$ cat src/rtl/fetch_unit.sv
// Instruction-fetch stage: owns PC and IR, drives the instruction-memory request
// handshake and defers branch/jump redirects that arrive while a fetch is in flight.
module fetch_unit #(
   parameter int            W          = 32,
   parameter int            AW         = 32,
   parameter logic [AW-1:0] RESET_PC   = '0,
   parameter int            PC_INC     = 4,
   parameter int            ALIGN_BITS = 2
) (
   input  logic          clk,
   input  logic          reset,
   input  logic          fetch_start,
   input  logic          pc_write,
   input  logic [AW-1:0] pc_next,
   output logic          imem_req,
   output logic [AW-1:0] imem_addr,
   input  logic          imem_ready,
   input  logic          imem_rvalid,
   input  logic [W-1:0]  imem_rdata,
   output logic [W-1:0]  ir,
   output logic [AW-1:0] pc,
   output logic [AW-1:0] pc_plus,
   output logic          fetch_busy,
   output logic          fetch_done,
   output logic          fetch_fault
);

   // Handshake: the address transfers on a cycle where imem_req && imem_ready;
   // imem_addr is held stable from the first imem_req cycle until that transfer.
   // A response transfers on any WAIT cycle with imem_rvalid (no back-pressure).

   localparam logic [1:0] IDLE = 2'd0;
   localparam logic [1:0] REQ  = 2'd1;
   localparam logic [1:0] WAIT = 2'd2;

   localparam logic [AW-1:0] ALIGN_MASK = (AW'(1) << ALIGN_BITS) - AW'(1);

   logic [1:0]    state;
   logic          redir_valid;
   logic [AW-1:0] redir_pc;
   logic [AW-1:0] pc_eff;
   logic          misaligned;

   assign imem_addr  = pc;
   assign pc_plus    = pc + AW'(PC_INC);
   assign imem_req   = (state == REQ);
   assign fetch_busy = (state == REQ) || (state == WAIT);

   // The alignment check in IDLE sees a same-cycle pc_write target.
   assign pc_eff     = pc_write ? pc_next : pc;
   assign misaligned = |(pc_eff & ALIGN_MASK);

   always_ff @(posedge clk) begin
      if (reset) begin
         state       <= IDLE;
         pc          <= RESET_PC;
         ir          <= '0;
         fetch_done  <= 1'b0;
         fetch_fault <= 1'b0;
         redir_valid <= 1'b0;
         redir_pc    <= '0;
      end else begin
         fetch_done  <= 1'b0;
         fetch_fault <= 1'b0;
         case (state)
            IDLE: begin
               if (pc_write) begin
                  pc <= pc_next;
               end
               if (fetch_start) begin
                  if (misaligned) begin
                     fetch_fault <= 1'b1;
                  end else begin
                     state <= REQ;
                  end
               end
            end
            REQ: begin
               if (pc_write) begin
                  redir_valid <= 1'b1;
                  redir_pc    <= pc_next;
               end
               if (imem_ready) begin
                  state <= WAIT;
               end
            end
            WAIT: begin
               if (imem_rvalid) begin
                  ir          <= imem_rdata;
                  fetch_done  <= 1'b1;
                  redir_valid <= 1'b0;
                  state       <= IDLE;
                  // A write in the response cycle is newer than any pending redirect.
                  if (pc_write) begin
                     pc <= pc_next;
                  end else if (redir_valid) begin
                     pc <= redir_pc;
                  end else begin
                     pc <= pc_plus;
                  end
               end else if (pc_write) begin
                  redir_valid <= 1'b1;
                  redir_pc    <= pc_next;
               end
            end
            default: begin
               state <= IDLE;
            end
         endcase
      end
   end

endmodule
$ cat config.mk
export PLATFORM = sky130hd
export DESIGN_NAME = fetch_unit
export DESIGN_NICKNAME = d
export VERILOG_FILES = /design/src/rtl/fetch_unit.sv
export SDC_FILE = /design/constraint.sdc
export NUM_CORES = 1
export LEC_CHECK = 0
export BUFFER_PORTS_ARGS = -buffer_cell sky130_fd_sc_hd__buf_4
export CAP_MARGIN = 20
export CORE_MARGIN = 2
export CORE_UTILIZATION = 50
export CTS_CLUSTER_SIZE = 12
export DETAILED_ROUTE_END_ITERATION = 8
export PLACE_DENSITY = 0.81
export SYNTH_ARGS = -nofsm -noshare
export SYNTH_HDL_FRONTEND = slang
export SYNTH_SLANG_ARGS = --single-unit
$ cat constraint.sdc
create_clock -name clk -period 3.72 [get_ports clk]
set_clock_uncertainty 0.2 [all_clocks]
set_input_delay 0.372 -clock clk [delete_from_list [all_inputs] [get_ports clk]]
set_output_delay 0.372 -clock clk [all_outputs]
set_load 0.05 [all_outputs]
==> results of run 1 <==
-- flip-flops by register name, summed over array words and instances (netlist names) --
signal	count
imem_addr	32
ir	32
redir_pc	32
state	2
fetch_done	1
fetch_fault	1
redir_valid	1
-- logic make-up after synthesis --
family	share of synthesized area, %
xor+xnor	4.49
buf+inv	10.7
compound gates	18.7
simple gates	25.8
flops	37.1
fa+ha+maj	0.917
mux	2.32
-- how the worst max path moves through the flow --
stage,end,cells after the start
floorplan,pc_plus[30],6
global placement,imem_addr[31],7
detailed placement,imem_addr[31],7
CTS,pc_plus[30],7
global route,pc_plus[30],7
finish,pc_plus[30],7
-- cells in the final DEF (no fill, tap or decap), types with 3 or more instances in the layout --
master and n:
mux2_2 5, a22o_1 4, clkbuf_1 3, nor3_1 11, nor3b_1 4, inv_1 8
buf_4 211, nand2b_1 6, or4_1 3, and2_1 3, o32ai_1 4, a21oi_1 81
a222oi_1 3, o311ai_0 3, mux2i_1 7, nand2_1 154, clkbuf_8 11, o211ai_1 7
a221oi_1 8, o21ai_0 21, nor2_1 30, xnor2_1 17, and3_1 3, and4_1 4
o31a_1 4, ha_1 4, dfxtp_1 101, a31oi_1 5, nand3_1 19, o22ai_1 3
xor2_1 11, nor2b_1 7, a211oi_1 6, a22oi_1 7, nand4_1 8
-- area by class of cell --
type	count	area, sq um	area share (%)
Tap cell	140	175	2.55
Sequential cell	101	2020	29.5
Clock inverter	1	30.0	0.438
Inverter	8	30.0	0.438
Clock buffer	14	163	2.37
Timing Repair Buffer	211	1580	23.1
Multi-Input combinational cell	489	2850	41.6
-- worst reg2reg max path, delay by kind of cell, from the launching register on --
family	cells	cell delay, ns
simple gates	4	1.61
fa+ha+maj	1	0.49
flops	1	0.33
buf+inv	1	0.10
compound gates	1	0.10
-- routing by layer --
layer | wire [um] | GRT usage, %
met1 | 6290 | 33.6
met2 | 7350 | 41.0
met3 | 1510 | 7.11
met4 | 288 | 8.33
met5 | 0 | 0
-- report_power, final --
part           switching (W)  internal (W)
clock               0.000363      0.000346
combinational        0.00153      0.000680
sequential          0.000216       0.00125
-- through the flow --
| step | cell area [sq um] | utilization [%] | std cells | setup slack [ns] | hold WS (ns) |
|---|---|---|---|---|---|
| detailed placement | 6670 | 62.0 | 949 | 0.889 | 0.242 |
| CTS | 6860 | 63.8 | 964 | 0.590 | 0.0311 |
| global route | 6860 | 63.8 | 964 | 0.393 | 0.0305 |
| global placement | 6670 | 62.0 | 949 | 0.982 | 0.237 |
| finish | 6860 | 63.8 | 964 | 0.608 | 0.0522 |
| floorplan | 5460 | - | 686 | 0.468 | 0.231 |
==> qor.csv, run 1 <==
stage,metric,value,unit
yosys,syn_nets,760,
power_and_ir_drop,p_per_area,639,mW/mm^2
clock_tree,cts.path.max_buffers,2,
global_route,grt_pass1_vias,4858,
sta,setup_violations,0,
yosys,synth_top_area_share,37.1,%
worst_setup_path,regToRegSetupSlack,0.81,ns
placed_design,place_hpwl,11.1,mm
sta,period_share,83.6,%
cells_and_area,drive_gt1_share,29.9,%
worst_setup_path,endpoint_kind,output port,
yosys,yosysMostFrequentCell,nand2_1,
floorplan,dieArea,0.0118,sq mm
route,routed_wl,15.4,mm
clock_tree,post_cts_buffers,0,
cells_and_area,antenna_cells,0,
worst_setup_path,critPathLaunchType,register,
worst_setup_path,r2r_end,imem_addr[31],
sta,hold_viol,0,
power_and_ir_drop,power,0.00438,W
worst_setup_path,crit_buf_inv,1,
worst_setup_path,critical_path.max_stage_delay,0.48,ns
cells_and_area,final_nets,894,
clock_tree,cts_made_buffers,9,
worst_setup_path,crit_fanout,8,
route,first_pass_iters,6,
yosys,syn_inst,686,
yosys,synth_top_area_cell,dfxtp_1,
sta,slew_headroom,38.0,%
outcome,status,finished clean,
sta,min_period,3.11,ns
clock_tree,cts.clk_slew.worst_paths,0.09,ns
sta,tightest_slew,0.931,ns
worst_setup_path,critPathRequiredTime,3.15,ns
floorplan,io_pins,202,
yosys,synth_enable_flop_cells,0,
global_route,antenna_found_initial,0,
power_and_ir_drop,vdd_drop_max,360,uV
worst_setup_path,rr_startpoint,state[0],
cells_and_area,area_growth,25.7,%
route,vias,5432,
global_route,grt_overflow,0,
route,drtIter0Drc,380,
route,vias_per_cell,5.63,
clock_tree,cts_root_buf,clkbuf_8,
power_and_ir_drop,leakagePower,2.90,nW
clock_tree,cts_sinks,101,
global_route,grt_pass1_wl,24.1,mm
worst_setup_path,rr_worst_depth,7,
worst_setup_path,cp_top_family,simple AND/OR/NAND/NOR gates,
yosys,synth_cell_types,66,
min_path,min_from,imem_rdata[14],
route,drc_errors,0,
sta,fmax,321,MHz
clock_tree,cts_tree,done,
min_path,hp-class,in2reg,
worst_setup_path,cp-startpoint,imem_addr[2],
clock_tree,hold_buffers,0,
floorplan,die_x,108,um
yosys,yosysWarningCount,0,
yosys,netlist_area,0.00546,sq mm
sta,rsz0062_at_grt,no,
clock_tree,h-tree-depth,3,
job,drv_cap,0,
yosys,synthTopCellsByCount,"nand2_1, dfxtp_1, a21oi_1",
min_path,hold_path_depth,3,
global_route,grtUsageTotal,25.7,%
yosys,yosysSeqAreaShare,37.1,%
worst_setup_path,crit_chain,ha_1 > nand3_1 > nor2_2 > and4b_1 > nand2_1 > xnor2_1 > buf_4,
sta,tns,0,ns
yosys,avgSynthCellArea,7.95,sq um
worst_setup_path,critPathSlowestCell,dfxtp_1,
placed_design,globalplace.congestion,0.933,
min_path,hold_end,ir[14],
clock_tree,clk_latency,0.36,ns
route,ant_nets,0,
sta,slew_violations,0,
floorplan,rows,38,
worst_setup_path,timing_worst_setup_path_type,reg2out,
route,wl_per_cell,16.0,um
yosys,synth_ff_type,dfxtp_1,
yosys,ys_ff_latch,101,
cells_and_area,fillCellCount,930,
floorplan,die_h,108,um
yosys,synth-async-reset-ratio,0,%
floorplan,core,0.0107,sq mm
clock_tree,postCtsResizedCells,0,
placed_design,port_buffers,201,
global_route,grt_max_degree,67,
floorplan,start_util,50.8,%
yosys,synth.area.top_cells,"dfxtp_1, nand2_1, a21oi_1, buf_4, xnor2_1",
worst_setup_path,arrival,2.54,ns
(Power assumes the default switching activity.)
==> inputs of run 2 (changes only) <==
==> constraint.sdc (replaced) <==
create_clock -name clk -period 2.95 [get_ports clk]
set_clock_uncertainty 0.2 [all_clocks]
set_input_delay 0.295 -clock clk [delete_from_list [all_inputs] [get_ports clk]]
set_output_delay 0.295 -clock clk [all_outputs]
set_load 0.05 [all_outputs]
==> run 2 against run 1 <==
Effect of this change: cell area up 11%; flip-flop and latch count unchanged; clock power up 28%; non-clock buffer count is 71 higher; combinational power is 33% higher; first-iteration DRC count decreased by 8.4%; core utilization grew 7.2 points; critical path depth unchanged; register-to-register slack lost 0.31 ns; power is 30% higher; critical path type unchanged; critical endpoint unchanged; highest routed layer unchanged.
==> qor.csv, run 2 (same netlist as run 1, synthesis figures left out) <==
stage,metric,value,unit,change
outcome,status,finished clean,,
route,first_pass_iters,6,,unchanged
clock_tree,clk_latency,0.36,ns,about the same
global_route,grt_pass1_wl,26.4,mm,+9.6%
placed_design,placed_cell_area,0.00680,sq mm,+2.0%
clock_tree,cts_tree,done,,
floorplan,core,0.0107,sq mm,unchanged
power_and_ir_drop,clkPwrFrac,16.1,%,about the same
job,drv_cap,0,,unchanged
sta,rsz0062_at_grt,no,,
cells_and_area,area_growth,39.9,%,
cells_and_area,antenna_cells,0,,unchanged
route,vias,5805,,+6.9%
sta,fmax,357,MHz,
worst_setup_path,crit_buf_inv,1,,unchanged
sta,slew_violations,0,,unchanged
sta,setup_violations,0,,unchanged
sta,period_share,95.1,%,
sta,min_period,2.80,ns,
clock_tree,cts.path.max_buffers,2,,unchanged
worst_setup_path,timing_worst_setup_path_type,reg2out,,
worst_setup_path,crit_chain,ha_1 > nand3_2 > nor2_2 > and4b_1 > nand2_1 > xnor2_2 > buf_4,,
cells_and_area,drive_gt1_share,30.0,%,+0.17 points
sta,slew_headroom,49.1,%,+11 points
worst_setup_path,cp_top_family,simple AND/OR/NAND/NOR gates,,
cells_and_area,final_common_cell,buf_4,,
clock_tree,cts_root_buf,clkbuf_8,,
cells_and_area,final_nets,965,,+7.9%
power_and_ir_drop,seq_power_share,32.4,%,-1.0 points
floorplan,rows,38,,unchanged
clock_tree,h-tree-depth,3,,unchanged
cells_and_area,final_cell_mix,"buf_4, nand2_1, dfxtp_1",,
global_route,grt_max_degree,67,,unchanged
clock_tree,cts_made_buffers,9,,unchanged
power_and_ir_drop,vdd_drop_max,562,uV,+56%
power_and_ir_drop,intPower,0.00292,W,+28%
power_and_ir_drop,switching_share,48.6,%,+0.49 points
clock_tree,cts_sinks,101,,unchanged
sta,tightest_slew,0.763,ns,-0.167 ns
global_route,grtUsageTotal,27.8,%,+2.1 points
floorplan,die_h,108,um,unchanged
global_route,grt_overflow,0,,unchanged
sta,hold_viol,0,,unchanged
worst_setup_path,arrival,2.31,ns,-0.23 ns
route,routed_wl,16.9,mm,+9.3%
route,ant_nets,0,,unchanged
worst_setup_path,crit_fanout,8,,unchanged
power_and_ir_drop,p_per_area,744,mW/mm^2,+16%
route,wl_per_cell,16.3,um,+1.7%
sta,tns,0,ns,unchanged
power_and_ir_drop,leakagePower,3.27,nW,+13%
floorplan,io_pins,202,,unchanged
route,drc_errors,0,,unchanged
placed_design,globalplace.congestion,0.903,,-3.2%
worst_setup_path,critPathRequiredTime,2.46,ns,-0.69 ns
worst_setup_path,critPathSlowestCell,dfxtp_1,,
floorplan,dieArea,0.0118,sq mm,unchanged
route,drtIter0Drc,348,,-8.4%
min_path,hp-class,in2reg,,
floorplan,die_x,108,um,unchanged
power_and_ir_drop,comb_power_share,51.6,%,+1.1 points
worst_setup_path,critical_path.max_stage_delay,0.48,ns,about the same
cells_and_area,fin_area,0.00763,sq mm,+11%
global_route,grt_pass1_vias,5524,,+14%
placed_design,port_buffers,201,,unchanged
clock_tree,cts.clk_slew.worst_paths,0.11,ns,+0.02 ns
worst_setup_path,critPathLaunchType,register,,
floorplan,start_util,50.8,%,unchanged
placed_design,place_hpwl,11.2,mm,+1.1%
power_and_ir_drop,p_switching,0.00276,W,+31%
global_route,antenna_found_initial,0,,unchanged
worst_setup_path,endpoint_kind,output port,,
route,vias_per_cell,5.60,,-0.56%
-- run 2: cell types whose count changed in the layout (fill, tap and decap cells not counted), moves of 7 or more --
cell           delta
dlygate4sd3_1    +62
xnor2_1           -7
buf_4             +9
xnor2_2           +7
-- run 2: final cells by class --
| class | instances | area (sq um) |
|---|---|---|
| Fill cell | 827 | 3110 |
| Multi-Input combinational cell | 489 | 2930 |
| Timing Repair Buffer | 282 | 2270 |
| Sequential cell | 101 | 2020 |
| Tap cell | 140 | 175 |
| Clock buffer | 11 | 131 |
| Clock inverter | 5 | 65.1 |
| Inverter | 8 | 30.0 |
-- run 2: metal layers --
layer	GRT usage (%)	routed length, um	up-vias
li1	-	-	2758
met1	34.9	6770	2715
met2	46.5	8200	300
met3	7.11	1590	32
met4	9.16	328	0
met5	0	0	-
-- run 2: power groups by stage --
| stage | registers [W] | logic (W) | clock network [W] |
|---|---|---|---|
| 3_5_place_dp | 0.00186 | 0.00283 | 0 |
| 5_1_grt | 0.00187 | 0.00308 | 0.000983 |
| 3_3_place_gp | 0.00184 | 0.00280 | 0 |
| 2_1_floorplan | 0.00220 | 0.00179 | 0 |
| 6_report | 0.00184 | 0.00293 | 0.000911 |
| 4_1_cts | 0.00183 | 0.00290 | 0.000926 |
-- run 2: what timing repair did --
item,CTS,global route
gates resized for setup,0,2
endpoints found under the setup margin,0,10
endpoints found under the hold margin,60,2
buffers inserted,0,1
hold buffers,60,2
-- run 2: per-stage QoR --
step           utilization [%]  worst slack (ns)  instances  hold WS, ns  total power [W]
5_1_grt                   71.0            0.0123       1036       0.0175          0.00593
3_5_place_dp              63.3             0.467        957        0.242          0.00469
3_3_place_gp              63.3             0.528        957        0.239          0.00464
2_1_floorplan                -           0.00331        686        0.231          0.00398
6_report                  71.0             0.146       1036       0.0230          0.00568
4_1_cts                   70.7            0.0326       1033     0.000617          0.00566
-- run 2: worst paths after layout --
| kind | from | to | slack (ns) | depth (start not counted) |
|---|---|---|---|---|
| max | imem_addr[2] | pc_plus[30] | 0.15 | 7 |
| min | pc_next[8] | imem_addr[8] | 0.02 | 3 |
| max reg2reg | state[0] | imem_addr[6] | 0.50 | 7 |
| min reg2reg | redir_pc[27] | redir_pc[27] | 0.26 | 2 |
-- run 2: tightest hold or removal path, delay by kind of cell --
kind                   cells  cell delay, ns
buffers and inverters      1            0.12
and+or+nand+nor            1            0.06
AOI/OAI and AO/OA          1            0.07
